`config.mk`:
```
export PLATFORM = sky130hd
export DESIGN_NAME = stream_rx_flat
export DESIGN_NICKNAME = d
export VERILOG_FILES = /design/src/rtl/stream_rx_if.sv /design/src/rtl/stream_rx.sv /design/src/flat_wrapper.sv
export SDC_FILE = /design/constraint.sdc
export NUM_CORES = 1
export LEC_CHECK = 0
export ABC_AREA = 1
export BUFFER_PORTS_ARGS = -buffer_cell sky130_fd_sc_hd__buf_2
export CORE_AREA = 2 2 202 125
export CTS_BUF_LIST = sky130_fd_sc_hd__clkbuf_8
export DETAILED_ROUTE_END_ITERATION = 7
export DIE_AREA = 0 0 204 127
export HOLD_SLACK_MARGIN = 0.15
export PLACE_DENSITY = 0.75
export SETUP_SLACK_MARGIN = 0.2
export SYNTH_ARGS = -nofsm -noshare
export SYNTH_HDL_FRONTEND = slang
export SYNTH_SLANG_ARGS = --single-unit
```
`constraint.sdc`:
```
create_clock -name clk -period 2.7 [get_ports clk]
set_clock_uncertainty 0.05 [all_clocks]
set_input_delay 0.54 -clock clk [delete_from_list [all_inputs] [get_ports clk]]
set_output_delay 0.54 -clock clk [all_outputs]
set_load 0.01 [all_outputs]
```
`src/rtl/stream_rx_if.sv`:
```
// stream_rx_if: handshake/bus bundle for stream_rx.
//   in_valid / in_data  : upstream beats of N signed 8-bit lanes (no backpressure)
//   out_valid / out_ready / out_data / out_lane / out_last : serial lane stream
// Modports: slave = the stream_rx block, master = the environment driving it.
interface stream_rx_if #(
  parameter int N = 4
);
  logic                  in_valid;
  logic [N*8-1:0]        in_data;
  logic                  out_valid;
  logic                  out_ready;
  logic [7:0]            out_data;
  logic [$clog2(N)-1:0]  out_lane;
  logic                  out_last;

  modport slave (
    input  in_valid, in_data, out_ready,
    output out_valid, out_data, out_lane, out_last
  );

  modport master (
    output in_valid, in_data, out_ready,
    input  out_valid, out_data, out_lane, out_last
  );
endinterface

```
`src/rtl/stream_rx.sv`:
```
// stream_rx: receives N-lane beats into a DEPTH-entry FIFO and serializes them
// one signed 8-bit lane at a time with a valid/ready handshake.
// Ports:
//   clk      : single rising-edge clock
//   rst_n    : asynchronous active-low reset
//   bus      : stream_rx_if.slave (in_valid, in_data, out_valid, out_ready,
//              out_data, out_lane, out_last)
//   clr_ovf  : synchronous clear of the sticky overflow flag
//   overflow : sticky, set when a beat arrives while the FIFO is full
//   level    : FIFO occupancy 0..DEPTH, not counting the beat being serialized
//   out_sum  : (only with STREAM_RX_LANE_SUM_EN) signed sum of the N lanes of
//              the beat in the serializer, valid while out_last=1
// Optional feature macro: STREAM_RX_LANE_SUM_EN
module stream_rx #(
  parameter int N     = 4,
  parameter int DEPTH = 8
) (
  input  logic                          clk,
  input  logic                          rst_n,
  stream_rx_if.slave                    bus,
  input  logic                          clr_ovf,
  output logic                          overflow,
  output logic [$clog2(DEPTH+1)-1:0]    level
`ifdef STREAM_RX_LANE_SUM_EN
  ,
  output logic signed [8+$clog2(N)-1:0] out_sum
`endif
);

  localparam int LW  = $clog2(N);
  localparam int AW  = $clog2(DEPTH);
  localparam int LVW = $clog2(DEPTH+1);
  localparam logic [LVW-1:0] FULL = LVW'(DEPTH);
  localparam logic [LW-1:0]  LAST = LW'(N-1);

  typedef enum logic {IDLE, SEND} state_t;

  state_t              state_q, state_d;
  logic [LW-1:0]       lane_q, lane_d;
  logic [N*8-1:0]      beat_q, beat_d;
  logic [N*8-1:0]      mem [DEPTH];
  logic [AW-1:0]       wr_ptr_q, rd_ptr_q;
  logic [LVW-1:0]      level_q, level_d;
  logic                ovf_q, ovf_d;
  logic [N*8-1:0]      head;
  logic                push, drop, pop;

  // Full test uses the registered level, so a pop on the same edge does not
  // make room for an incoming beat.
  always_comb begin
    push = bus.in_valid && (level_q != FULL);
    drop = bus.in_valid && (level_q == FULL);
    head = mem[rd_ptr_q];
  end

  // State register (plus serializer datapath registers)
  always_ff @(posedge clk or negedge rst_n) begin
    if (!rst_n) begin
      state_q <= IDLE;
      lane_q  <= '0;
      beat_q  <= '0;
    end else begin
      state_q <= state_d;
      lane_q  <= lane_d;
      beat_q  <= beat_d;
    end
  end

  // Next-state logic; pop is decided here because it is a transition side effect
  always_comb begin
    state_d = state_q;
    lane_d  = lane_q;
    beat_d  = beat_q;
    pop     = 1'b0;
    unique case (state_q)
      IDLE: begin
        if (level_q != '0) begin
          pop     = 1'b1;
          beat_d  = head;
          lane_d  = '0;
          state_d = SEND;
        end
      end
      SEND: begin
        if (bus.out_ready) begin
          if (lane_q == LAST) begin
            lane_d = '0;
            if (level_q != '0) begin
              // back-to-back beats: reload without an idle bubble
              pop    = 1'b1;
              beat_d = head;
            end else begin
              state_d = IDLE;
            end
          end else begin
            lane_d = lane_q + LW'(1);
          end
        end
      end
      default: state_d = IDLE;
    endcase
  end

  // Output logic
  always_comb begin
    bus.out_valid = 1'b0;
    bus.out_data  = '0;
    bus.out_lane  = '0;
    bus.out_last  = 1'b0;
    if (state_q == SEND) begin
      bus.out_valid = 1'b1;
      bus.out_data  = beat_q[8*lane_q +: 8];
      bus.out_lane  = lane_q;
      bus.out_last  = (lane_q == LAST);
    end
  end

  // FIFO bookkeeping
  always_comb begin
    level_d = level_q;
    if (push && !pop)
      level_d = level_q + LVW'(1);
    else if (pop && !push)
      level_d = level_q - LVW'(1);
    // a drop takes priority over a clear on the same edge
    ovf_d = drop ? 1'b1 : (clr_ovf ? 1'b0 : ovf_q);
  end

  always_ff @(posedge clk or negedge rst_n) begin
    if (!rst_n) begin
      wr_ptr_q <= '0;
      rd_ptr_q <= '0;
      level_q  <= '0;
      ovf_q    <= 1'b0;
    end else begin
      if (push) wr_ptr_q <= wr_ptr_q + AW'(1);
      if (pop)  rd_ptr_q <= rd_ptr_q + AW'(1);
      level_q <= level_d;
      ovf_q   <= ovf_d;
    end
  end

  // Storage needs no reset: pointers and level define validity
  always_ff @(posedge clk) begin
    if (push) mem[wr_ptr_q] <= bus.in_data;
  end

  assign overflow = ovf_q;
  assign level    = level_q;

`ifdef STREAM_RX_LANE_SUM_EN
  localparam int SW = 8 + LW;
  logic signed [SW-1:0] sum_q, sum_d;

  // Sum of the head beat, captured when it enters the serializer
  always_comb begin
    sum_d = '0;
    for (int unsigned i = 0; i < N; i++)
      sum_d = sum_d + SW'($signed(head[8*i +: 8]));
  end

  always_ff @(posedge clk or negedge rst_n) begin
    if (!rst_n)   sum_q <= '0;
    else if (pop) sum_q <= sum_d;
  end

  assign out_sum = sum_q;
`endif

endmodule

```
`src/flat_wrapper.sv`:
```
// flat-port wrapper written by rule: the top's interface ports become plain ports
module stream_rx_flat 
#(
  parameter int N     = 4,
  parameter int DEPTH = 8
)
  (clk, rst_n, clr_ovf, overflow, level, bus_in_valid, bus_in_data, bus_out_ready, bus_out_valid, bus_out_data, bus_out_lane, bus_out_last);
  stream_rx_if #(.N(N)) bus_i ();
  input  logic clk;
  input  logic rst_n;
  input  logic clr_ovf;
  output logic overflow;
  output logic [$clog2(DEPTH+1)-1:0] level;
  input wire logic [$bits(bus_i.in_valid)-1:0] bus_in_valid;
  input wire logic [$bits(bus_i.in_data)-1:0] bus_in_data;
  input wire logic [$bits(bus_i.out_ready)-1:0] bus_out_ready;
  output wire logic [$bits(bus_i.out_valid)-1:0] bus_out_valid;
  output wire logic [$bits(bus_i.out_data)-1:0] bus_out_data;
  output wire logic [$bits(bus_i.out_lane)-1:0] bus_out_lane;
  output wire logic [$bits(bus_i.out_last)-1:0] bus_out_last;
  assign bus_i.in_valid = bus_in_valid;
  assign bus_i.in_data = bus_in_data;
  assign bus_i.out_ready = bus_out_ready;
  assign bus_out_valid = bus_i.out_valid;
  assign bus_out_data = bus_i.out_data;
  assign bus_out_lane = bus_i.out_lane;
  assign bus_out_last = bus_i.out_last;
  stream_rx #(.N(N), .DEPTH(DEPTH)) u_core (.clk(clk), .rst_n(rst_n), .bus(bus_i), .clr_ovf(clr_ovf), .overflow(overflow), .level(level));
endmodule
```
==> metrics list <==
- In this run the worst hold path is classified as in2reg.
* Count of endpoints failing hold in the final timing report: 0
- In this run the count of I/O pins placed on the die edge is 54.
* Die outline area: 25900 um^2
- Measured along the y axis, the die boundary spans 127 um.
- Largest net degree at the start of global routing: 130
* Number of vias after detailed routing: 8851
- Ranking of synthesized cells by instance count: sky130_fd_sc_hd__nand2_1 (415), sky130_fd_sc_hd__edfxtp_1 (256), sky130_fd_sc_hd__inv_1 (205)
- Critical register-to-register path startpoint: u_core.level[0]
- Post-placement cell count: 1617
* Logic depth of the worst register-to-register path: 13
- H-Tree Depth: 2
* RSZ-0062 raised after global routing: true
- Final instance count without filler cells: 1698
- Post-synthesis cell type with the largest combined area: sky130_fd_sc_hd__edfxtp_1
* CTS tree: yes
- Setup total negative slack on the finished layout was measured at 0 ns.
- For this run, the total global-route usage over all layers was measured as 0.230.
- In this run, synthesis inferred 256 flip-flops with an integrated enable.
- The critical path starts at u_core.state_q.
* Number of different library cells in the post-synthesis netlist: 27
- A synthesized cell averages 10.2 um^2.
- In the final layout, the share of cells above drive strength 1 is 0.111.
* Crit Path Class: reg2out
* Effective utilization at floorplan: 0.543
- In this run the clock root is driven by a sky130_fd_sc_hd__clkbuf_8.
- Capturing element type of the critical path: primary output
* Peak clock frequency supported by timing: 412 MHz
- Worst vdd rail ir drop: 0.000685 V
- The floorplan step defined a core boundary enclosing 23900 um^2.
- Sequential cell area: 8840 um^2
- Of all nets on the critical path, the largest fanout is 9.
- Slew HR: 0.422
- For this block, the routed nets add up to 28.8 mm of wire.
* Final cycle utilization of the critical path: 0.900
* Layout filler cell count: 1897
- In this run the static leakage power is 6.57 nW.
* First-pass GRT wire length: 45.8 mm
- Yosys warning total: 0
- Max capacitance violation total: 0
- CTS saw 302 sinks.
- In the final routed layout, each cell accounts on average for 17.0 um.
* Antenna cell count: 0
- At the worst endpoint, the required time is 2.11 ns.
* Clock slew at the register clock pins of the worst setup and hold paths: 0.07 ns
* Number of DRC violations after detailed routing: 0
* Final-stage net count: 1386
- In the routed layout, each cell is associated on average with a via count of 5.21.
- Slew at the pin with the worst max-slew slack: 0.868 ns
- Capture point of the worst path: bus_out_data[5]
- In this run the cell area of the synthesized design comes to 13000 um^2.
- The via count of the first global-routing pass was 8470.
- In this run the critical register-to-register path is captured at u_core.level[3].
- RD Place Congestion: 0.883
* Cell types occupying the most area after synthesis: sky130_fd_sc_hd__edfxtp_1 (59%), sky130_fd_sc_hd__nand2_1 (12%), sky130_fd_sc_hd__dfrtp_1 (8.9%)
- The design draws 15.3 mW.
- Part of the Yosys area used for sequential elements: 0.681
- In this run the remaining antenna-violating nets after routing total 0.
* Count of port buffers added during placement: 53
- Element type at the critical path start: flip-flop
- For the worst-skew pair, the clock arrives at the later sink with an insertion delay of 0.56 ns.
- Synthesis produced a netlist whose cell count is 1273.
- The routed design could run at a clock period as short as 2.43 ns.
- Asr flop ratio synth: 0.152
- Relative to the synthesized area, the layout overhead comes to 13.0%.
- The floorplan step set the die width to 204 um.
- Share of Yosys cell area claimed by the top area cell type: 0.592
- Grt total ovfl: 0
- Setup violators final: 0
* Flip-flop and latch count after synthesis: 302
* Max-slew violation count: 0
* Result of the run: finished, final reports clean
- In this run the post-CTS setup repair buffer count came out at 0.
* Total nets after synthesis: 1317
* Cell row count: 44
- Final core occ: 0.614
- The first detailed-routing pass ran for 5 iterations.
- In the synthesized netlist the dominant register cell turns out to be sky130_fd_sc_hd__edfxtp_1.
* PD cells: 1040 nW/um^2
- For the worst setup path, the data arrival time is 1.84 ns.
- Number of antenna violations at the first check in global routing: 0
- Buffer levels on the longest clock path: 3
- Detailed Route Iter0 Violations: 898
- The most common cell in the synthesized netlist is sky130_fd_sc_hd__nand2_1.
- The number of clock buffers added by TritonCTS is 43.
* Estimated wirelength of the detail-placed design: 16.2 mm
* Slack of the worst reg-to-reg path: 0.48 ns
- Post-Route Hold Slack: 0.195 ns
- The multi-input combinational cells in the finished layout cover a total of 3100 um^2.
sequential cells by signal, indices dropped and copies added, names as in the netlist:
name and count:
u_core.mem 256, u_core.beat_q 32, u_core.level 4, u_core.rd_ptr_q 3
u_core.wr_ptr_q 3, u_core.lane_q 2, u_core.overflow 1, u_core.state_q 1
report_power, final:
part | total, mW | internal [mW] | leakage [nW] | switching, mW
Combinational | 5.42 | 1.78 | 3.16 | 3.65
Clock | 3.54 | 1.85 | 0.522 | 1.69
Sequential | 6.35 | 5.96 | 2.89 | 0.396
Total | 15.3 | 9.58 | 6.57 | 5.74
worst min path at each step:
stage,startpoint,to,cells after the start
floorplan,rst_n,u_core.beat_q[0],0
global placement,u_core.beat_q[12],u_core.beat_q[12],2
detailed placement,u_core.beat_q[12],u_core.beat_q[12],2
CTS,bus_in_valid,u_core.overflow,3
global route,bus_in_data[27],u_core.mem[7][27],1
finish,bus_in_valid,u_core.overflow,3
cells by family (layout without fill, tap and decap cells):
kind of cell	Yosys count	after routing	share of synthesized area
AND/OR/NAND/NOR	657	657	0.210
flip-flops	302	302	0.681
buffers and inverters	269	372	0.0853
AO/OA/AOI/OAI	32	32	0.0126
adder cells (fa/ha/maj)	7	7	0.00732
XOR/XNOR	6	6	0.00405
critical path, cell delays in order, from the launching register on:
cell	delay (ns)
sky130_fd_sc_hd__dfrtp_1	0.48
sky130_fd_sc_hd__clkinv_1	0.31
sky130_fd_sc_hd__a21oi_1	0.32
sky130_fd_sc_hd__buf_2	0.19
timing repair:
action | CTS | global route
resized for setup | 2 | 4
pin swaps | 0 | 2
setup endpoints to repair | 8 | 8
cloned | 0 | 0
hold endpoints to repair | 21 | 0
hold buffers | 2 | 0
cells in the final DEF, fill, tap and decap left out, types with 2 or more instances in the layout:
master / Yosys / final
sky130_fd_sc_hd__xor2_1: 2 / 2
sky130_fd_sc_hd__nor2_1: 41 / 33
sky130_fd_sc_hd__clkinv_2: 0 / 4
sky130_fd_sc_hd__a21oi_1: 9 / 9
sky130_fd_sc_hd__edfxtp_1: 256 / 256
sky130_fd_sc_hd__inv_1: 205 / 228
sky130_fd_sc_hd__dfrtp_1: 46 / 44
sky130_fd_sc_hd__inv_4: 1 / 3
sky130_fd_sc_hd__nand2_1: 415 / 415
sky130_fd_sc_hd__buf_2: 37 / 53
sky130_fd_sc_hd__ha_1: 6 / 6
sky130_fd_sc_hd__xnor2_1: 4 / 4
sky130_fd_sc_hd__o21ai_0: 20 / 20
sky130_fd_sc_hd__nor2_4: 0 / 8
sky130_fd_sc_hd__bufinv_16: 0 / 2
sky130_fd_sc_hd__clkbuf_8: 0 / 49
sky130_fd_sc_hd__buf_12: 0 / 14
sky130_fd_sc_hd__buf_4: 13 / 12
sky130_fd_sc_hd__dlygate4sd3_1: 0 / 2
sky130_fd_sc_hd__clkinv_1: 2 / 2
sky130_fd_sc_hd__nand3_1: 196 / 196
per-stage QoR:
| stage | setup slack, ns | cell area (um^2) |
|---|---|---|
| 5_1_grt | 0.198 | 14700 |
| 4_1_cts | 0.204 | 14700 |
| 6_report | 0.271 | 14700 |
| 3_5_place_dp | 0.498 | 13800 |
| 3_3_place_gp | 0.544 | 13800 |
| 2_1_floorplan | -0.155 | 13000 |
layout make-up:
cell class	instances	share of cell area
multi-input combinational	702	0.211
clock inverter	30	0.0115
tap	322	0.0275
clock buffer	49	0.0460
inverter	210	0.0543
sequential	302	0.603
timing repair buffer	83	0.0465
layer usage:
metal,track usage,part of all wire,up-vias
li1,-,-,4232
met2,0.359,0.45,347
met4,0.0588,0.019,0
met5,0,0,-
met1,0.332,0.44,4224
met3,0.0510,0.086,48
Note: power is estimated with default switching activity, not from simulation.
